$ cat src/rtl/linear_layer_fifo_pkg.sv
// Shared types and sizing helpers for the Linear_Layer start-token FIFO.
package linear_layer_fifo_pkg;

   localparam int FIFO_DEPTH_DEF = 7;
   localparam int ADDR_WIDTH_DEF = 3;

   typedef logic [ADDR_WIDTH_DEF:0] occ_t;

   function automatic int addr_width_for(input int depth);
      int w;
      w = $clog2(depth);
      return (w < 1) ? 1 : w;
   endfunction

endpackage

$ cat src/rtl/linear_layer_srl_store.sv
// Shift-on-write token storage with an addressed combinational read port.
module linear_layer_srl_store #(
   parameter int DATA_WIDTH = 1,
   parameter int ADDR_WIDTH = 3
) (
   input  logic                  clk,
   input  logic                  we,
   input  logic [ADDR_WIDTH-1:0] addr,
   input  logic [DATA_WIDTH-1:0] din,
   output logic [DATA_WIDTH-1:0] dout
);

   localparam int SLOTS = 2 ** ADDR_WIDTH;

   logic [DATA_WIDTH-1:0] mem [SLOTS];

   always_ff @(posedge clk) begin
      if (we) begin
         mem[0] <= din;
         for (int i = 1; i < SLOTS; i++) begin
            mem[i] <= mem[i-1];
         end
      end
   end

   assign dout = mem[addr];

endmodule

$ cat src/rtl/linear_layer_start_fifo.sv
// Start-token FIFO controller: counter, read address, registered flags,
// high-water mark and sticky error flags around the shift-register store.
module linear_layer_start_fifo
   import linear_layer_fifo_pkg::*;
#(
   parameter int DATA_WIDTH = 1,
   parameter int ADDR_WIDTH = addr_width_for(FIFO_DEPTH_DEF),
   parameter int DEPTH      = FIFO_DEPTH_DEF
) (
   input  logic                  clk,
   input  logic                  reset,
   input  logic                  if_write,
   input  logic                  if_write_ce,
   input  logic [DATA_WIDTH-1:0] if_din,
   output logic                  if_full_n,
   input  logic                  if_read,
   input  logic                  if_read_ce,
   output logic [DATA_WIDTH-1:0] if_dout,
   output logic                  if_empty_n,
   output logic [ADDR_WIDTH:0]   occupancy,
   output logic [ADDR_WIDTH:0]   high_water,
   output logic                  err_overflow,
   output logic                  err_underflow
);

   localparam logic [ADDR_WIDTH:0] DEPTH_C = (ADDR_WIDTH+1)'(DEPTH);

   logic                  wr_req;
   logic                  rd_req;
   logic                  push;
   logic                  pop;
   logic [ADDR_WIDTH:0]   count_next;
   logic [ADDR_WIDTH:0]   count_m1;
   logic [ADDR_WIDTH-1:0] addr;
   logic [ADDR_WIDTH-1:0] addr_next;

   assign wr_req = if_write & if_write_ce;
   assign rd_req = if_read & if_read_ce;
   assign push   = wr_req & if_full_n;
   assign pop    = rd_req & if_empty_n;

   always_comb begin
      count_next = occupancy;
      unique case ({push, pop})
         2'b10:   count_next = occupancy + 1'b1;
         2'b01:   count_next = occupancy - 1'b1;
         default: count_next = occupancy;
      endcase
   end

   // Read index tracks the oldest token; parked at 0 when empty.
   assign count_m1  = count_next - 1'b1;
   assign addr_next = (count_next == '0) ? '0 : count_m1[ADDR_WIDTH-1:0];

   always_ff @(posedge clk or posedge reset) begin
      if (reset) begin
         occupancy     <= '0;
         addr          <= '0;
         high_water    <= '0;
         if_full_n     <= 1'b1;
         if_empty_n    <= 1'b0;
         err_overflow  <= 1'b0;
         err_underflow <= 1'b0;
      end else begin
         occupancy  <= count_next;
         addr       <= addr_next;
         if_full_n  <= (count_next != DEPTH_C);
         if_empty_n <= (count_next != '0);
         if (count_next > high_water) high_water <= count_next;
         if (wr_req & ~if_full_n) err_overflow <= 1'b1;
         if (rd_req & ~if_empty_n) err_underflow <= 1'b1;
      end
   end

   linear_layer_srl_store #(
      .DATA_WIDTH(DATA_WIDTH),
      .ADDR_WIDTH(ADDR_WIDTH)
   ) u_store (
      .clk (clk),
      .we  (push),
      .addr(addr),
      .din (if_din),
      .dout(if_dout)
   );

endmodule

$ cat config.mk
export PLATFORM = sky130hd
export DESIGN_NAME = linear_layer_start_fifo
export DESIGN_NICKNAME = d
export VERILOG_FILES = /design/src/rtl/linear_layer_fifo_pkg.sv /design/src/rtl/linear_layer_srl_store.sv /design/src/rtl/linear_layer_start_fifo.sv
export SDC_FILE = /design/constraint.sdc
export NUM_CORES = 1
export LEC_CHECK = 0
export BUFFER_PORTS_ARGS = -buffer_cell sky130_fd_sc_hd__buf_2
export CAP_MARGIN = 20
export CORE_UTILIZATION = 45
export CTS_BUF_LIST = sky130_fd_sc_hd__clkbuf_2 sky130_fd_sc_hd__clkbuf_4 sky130_fd_sc_hd__clkbuf_8
export DETAILED_ROUTE_END_ITERATION = 7
export HOLD_SLACK_MARGIN = 0.06
export PLACE_DENSITY_LB_ADDON = 0.3
export SYNTH_ARGS = -nofsm -noshare
export SYNTH_HDL_FRONTEND = slang
export SYNTH_SLANG_ARGS = --single-unit
$ cat constraint.sdc
create_clock -name clk -period 4.4 [get_ports clk]
set_input_delay 0.88 -clock clk [delete_from_list [all_inputs] [get_ports clk]]
set_output_delay 0.88 -clock clk [all_outputs]
set_load 0.005 [all_outputs]
# [Word level (Yosys, flattened, before mapping)]
# Memory sizes are Yosys's and may differ from the RTL's.
# Index checks and enable logic that the tools add are counted.
[totals] ff_bits=15 mem_bits_rw=8 output_inout_bits=13 word_cells=29 memories=1
[mem_list] name="u_store.mem" depth=8 word_bits=1 read_ports=8 rd_ports_with_merged_regs=0 wr=8 line_no="linear_layer_srl_store.sv:15" source="logic [DATA_WIDTH-1:0] mem [SLOTS];"
[op_classes] n_addsub=3 n_lt_le_gt_ge=1 eq_ne=3 n_mux=4 n_bitwise=8 reduce_logical=2
[ops] op="case mux 4 bit (2 select lines)" count=1
[ops] op="bitwise AND 1 bit" count=6
[ops] op="adder 4 x 1 -> 4 bit, second input constant" count=1
[ops] op="greater-than comparator 4 bit" count=1
[ops] op="zero test 4 bit" count=1
[ops] op="inequality test 4 x 3 -> 1 bit, second input constant" count=1
[ops] op="nonzero test 4 bit" count=1
[ops] op="subtractor 4 x 1 -> 4 bit, second input constant" count=1
[ops] op="two-way mux 3 bit" count=1
[ops] op="subtractor 3 x 1 -> 3 bit, second input constant" count=1
[ops] op="== test 2 x 1 -> 1 bit, second input constant" count=1
[ops] op="== test 2 bit, second input constant" count=1
[ops] op="two-way mux 1 bit" count=2
[ops] op="inverter 1 bit" count=2

# [Logic depth before layout (Yosys ltp)]
[logic_depth] depth_word=6 ltp_mapped=12 depth_no_buf=12

# [Modules after synthesis]
# A second synthesis with hierarchy kept.
[unflattened] cells_unflattened=81 area_unflattened_um2=1099.8
[by_module_without_submodules] mod="linear_layer_start_fifo" instances=1 cells_each=70 area_each_um2=795.8
[by_module_without_submodules] mod="linear_layer_srl_store" instances=1 cells_each=11 area_each_um2=304.0

# [Worst setup path after synthesis]
# Ideal clock, no wire load.
[synth_timing] path_kind="in2reg" startpoint="input if_read" endpoint="register high_water[0]" setup_ns=0.125 arrival_time_ns=3.491 setup_slack_ns=0.784 stages=12 n_path_buf=0 path_cell_list="and3_1 ha_1 xor2_1 ha_1 mux2i_1 inv_1 ha_1 nor2b_1 o21ai_0 a21oi_2 a211oi_4 mux2_2"
[synth_via] elab_chain_len=5 word_cells_on_any_way=6 classes_between="order compare (1); eq/ne (2); mux (1); bitwise (2)"
[synth_rtl] item="start, declared" line_no="linear_layer_start_fifo.sv:16" source="input logic if_read,"
[synth_rtl] item="bitwise AND 1 bit *" line_no="linear_layer_start_fifo.sv:38" source="assign rd_req = if_read & if_read_ce;"
[synth_rtl] item="bitwise AND 1 bit *" line_no="linear_layer_start_fifo.sv:40" source="assign pop = rd_req & if_empty_n;"
[synth_rtl] item="== test 2 x 1 -> 1 bit or == test 2 bit (tied branches)" line_no="linear_layer_start_fifo.sv:44" source="unique case ({push, pop})"
[synth_rtl] item="case mux 4 bit (2 select lines) *" line_no="linear_layer_start_fifo.sv:44"
[synth_rtl] item="via count_next[1]" line_no="linear_layer_start_fifo.sv:32" source="logic [ADDR_WIDTH:0] count_next;"
[synth_rtl] item="greater-than comparator 4 bit *" line_no="linear_layer_start_fifo.sv:69" source="if (count_next > high_water) high_water <= count_next;"
[synth_rtl] item="end signal, assigned" line_no="linear_layer_start_fifo.sv:69"
[synth_rtl] item="end, declared" line_no="linear_layer_start_fifo.sv:21" source="output logic [ADDR_WIDTH:0] high_water,"
# Mark *: on every way through the listed nets, which the timed path passes. The rest lies on a longest branch.
# A chain may end at the register's enable or synchronous reset.

# [Worst setup path in the final report]
# Ends and elaborated chain as after synthesis.

==> flow_summary.json <==
{
  "status": "finished clean",
  "dp_worst_setup_slack_ns": 0.3599,
  "dpl_cell_area_um2": 1226,
  "grt_pass1_wl_um": 3111,
  "place_congestion": 0.8402,
  "die_area_um2": 2620,
  "end_kind": "flop",
  "crit_type": "input port to flop",
  "drv_slew": 0,
  "async_flop_share": 0.6522,
  "maxCapViolCount": 0,
  "syn-mean-instance-area_um2": 13.44,
  "cts_resized": 0,
  "diodes": 0,
  "clk_latency_ns": 0.32,
  "r2r_end": "high_water[0]",
  "cts_buffers": 3,
  "post-route-util": 0.5572,
  "netlist_area_um2": 1089,
  "cp_max_fo": 7,
  "drt-total-wl_um": 1868,
  "io_pins": 20,
  "vias": 687,
  "finClkSkew_ns": 0.006257,
  "antenna_found_initial": 0,
  "cts_setup_buffers": 0,
  "rsz0062_at_grt": "no",
  "dp.final_hpwl_um": 1456,
  "hold_class": "flop to flop",
  "io_buffers": 19,
  "slew_headroom": 0.6265,
  "hold_viol": 0,
  "cts.clk_slew.worst_paths_ns": 0.13,
  "cts_buffer_depth": 2,
  "drc": 0,
  "start_util": 0.4828,
  "finalCritPeriodShare": 0.8391,
  "power_leakage_nw": 0.5518,
  "root_buffer": "clkbuf_4",
  "ys_seq_area_frac": 0.5667,
  "viasPerCell": 5.165,
  "synth_top_area_share": 0.3218,
  "cts_tree": "built",
  "chipHeight_um": 51.19,
  "synth_flop_cell": "dfrtp_1",
  "reg2regPathDepth": 12,
  "whs_endpoint": "u_store.mem[4]",
  "worstPathArrival_ns": 3.91,
  "required_ns": 4.61,
  "die_w_um": 51.19,
  "startpoint_type": "input port",
  "hold_buffers": 0,
  "holdPathStages": 0,
  "worstReg2RegStart": "if_full_n",
  "track_usage": 0.1694,
  "area_growth_pct": 15.40,
  "setup_viol": 0,
  "synth_nets": 94,
  "ys_warn_count": 0,
  "layout_setup_ws_ns": 0.7079,
  "synthCells": 81,
  "h-tree-depth": 1,
  "synth_most_common_cell": "dfrtp_1",
  "nets": 119,
  "cts_sinks": 23,
  "synthTopCellsByCount": "dfrtp_1, edfxtp_1, inv_1",
  "grt_pass1_vias": 712,
  "ff2ff_setup_slack_ns": 0.82,
  "clock.fmax_ghz": 0.2708,
  "grt_max_degree": 16,
  "drive_above_1_share": 0.3619,
  "worst_pin_slew_ns": 0.5597,
  "ir_drop_mv": 0.5425,
  "synth_cell_type_count": 28,
  "std_cell_rows": 17,
  "hp-start": "u_store.mem[3]",
  "ys_top_cells_by_area": "dfrtp_1, edfxtp_1, ha_1",
  "drt_iter0_markers": 7,
  "fin_crit_ns": 3.692,
  "ys_seq_elements": 23,
  "antenna_left": 0,
  "grt-ovfl-total": 0,
  "wl_per_cell_um": 14.05,
  "powerDensity_nw_per_um2": 848.1,
  "synth.largest_area_cell": "dfrtp_1",
  "fin_area_um2": 1256,
  "synth_edf_count": 8,
  "power.total_mw": 1.065,
  "drtPass1Iterations": 4,
  "core_region_area_um2": 2255,
  "fin_setup_tns_ns": 0
}
==> cell usage in the layout, fill, tap and decap left out, types with 2 or more instances in the layout <==
cell / instances
buf_2: 19
inv_1: 7
a21oi_1: 3
clkbuf_4: 3
nor2_1: 3
edfxtp_1: 8
o21bai_1: 2
nand2_1: 4
dfrtp_1: 14
nand3_1: 3
ha_1: 6
mux2i_1: 3
mux2_2: 4
a21oi_2: 2
mux4_2: 2
o21ai_0: 4
xor2_1: 3
==> logic make-up (layout without fill, tap and decap cells) <==
kind of cell,Yosys count,after routing,share of synthesized area
compound gates,15,15,0.1035
xor+xnor,4,4,0.03909
fa+ha+maj,6,6,0.06896
simple gates,17,17,0.08736
buf+inv,7,31,0.02414
mux,9,9,0.1103
flops,23,23,0.5667
==> how the worst max path moves through the flow <==
stage / from / endpoint / slack (ns) / cells past startpoint
2_1_floorplan: if_read / high_water[0] / 0.78 / 12
3_3_place_gp: if_read / high_water[3] / 0.40 / 13
3_5_place_dp: if_read / high_water[3] / 0.36 / 13
4_1_cts: if_read / high_water[0] / 0.69 / 13
5_1_grt: if_read / high_water[0] / 0.49 / 13
6_report: if_read / high_water[0] / 0.71 / 13
==> power by group <==
| group | total (mW) | internal, mW | switching, mW |
|---|---|---|---|
| Clock | 0.101 | 0.0347 | 0.0661 |
| Sequential | 0.377 | 0.312 | 0.0645 |
| Combinational | 0.588 | 0.289 | 0.299 |
| Total | 1.07 | 0.635 | 0.430 |
==> per-stage QoR <==
stage / hold slack, ns / std cells
after floorplan: 0.4207 / 81
after global routing: 0.4812 / 133
final: 0.4624 / 133
after global placement: 0.4264 / 129
after CTS: 0.4655 / 133
after detailed placement: 0.4333 / 129
==> critical path, cell delays in order <==
cell and delay, ns:
buf_2 0.10, and3_1 0.19, ha_1 0.26, xor2_1 0.19, ha_1 0.29, mux2i_1 0.30
inv_1 0.14, ha_1 0.32, nor2b_1 0.14, o21ai_0 0.26, a21oi_2 0.12, a211oi_4 0.33
mux2_2 0.37
==> flip-flops by register name, indices dropped and copies added (netlist names) <==
signal and flops:
addr 3, err_overflow 1, if_empty_n 1, if_full_n 1, high_water 4, occupancy 4
err_underflow 1, u_store.mem 8
==> routing by layer <==
layer,up-vias,share of wire,global-route usage
met4,0,0.018,0.1065
li1,338,-,-
met1,320,0.44,0.2028
met3,4,0.047,0.03869
met2,25,0.49,0.2741
met5,-,0,0
==> layout make-up <==
class,count,area [um2]
fill,206,998.5
clock inverter,1,7.507
clock buffer,3,22.52
inverter,7,26.28
tap,28,35.03
sequential,23,616.8
multi-input combinational,51,445.4
timing repair buffer,20,102.6
No activity file was read; power rests on OpenSTA's default activity.
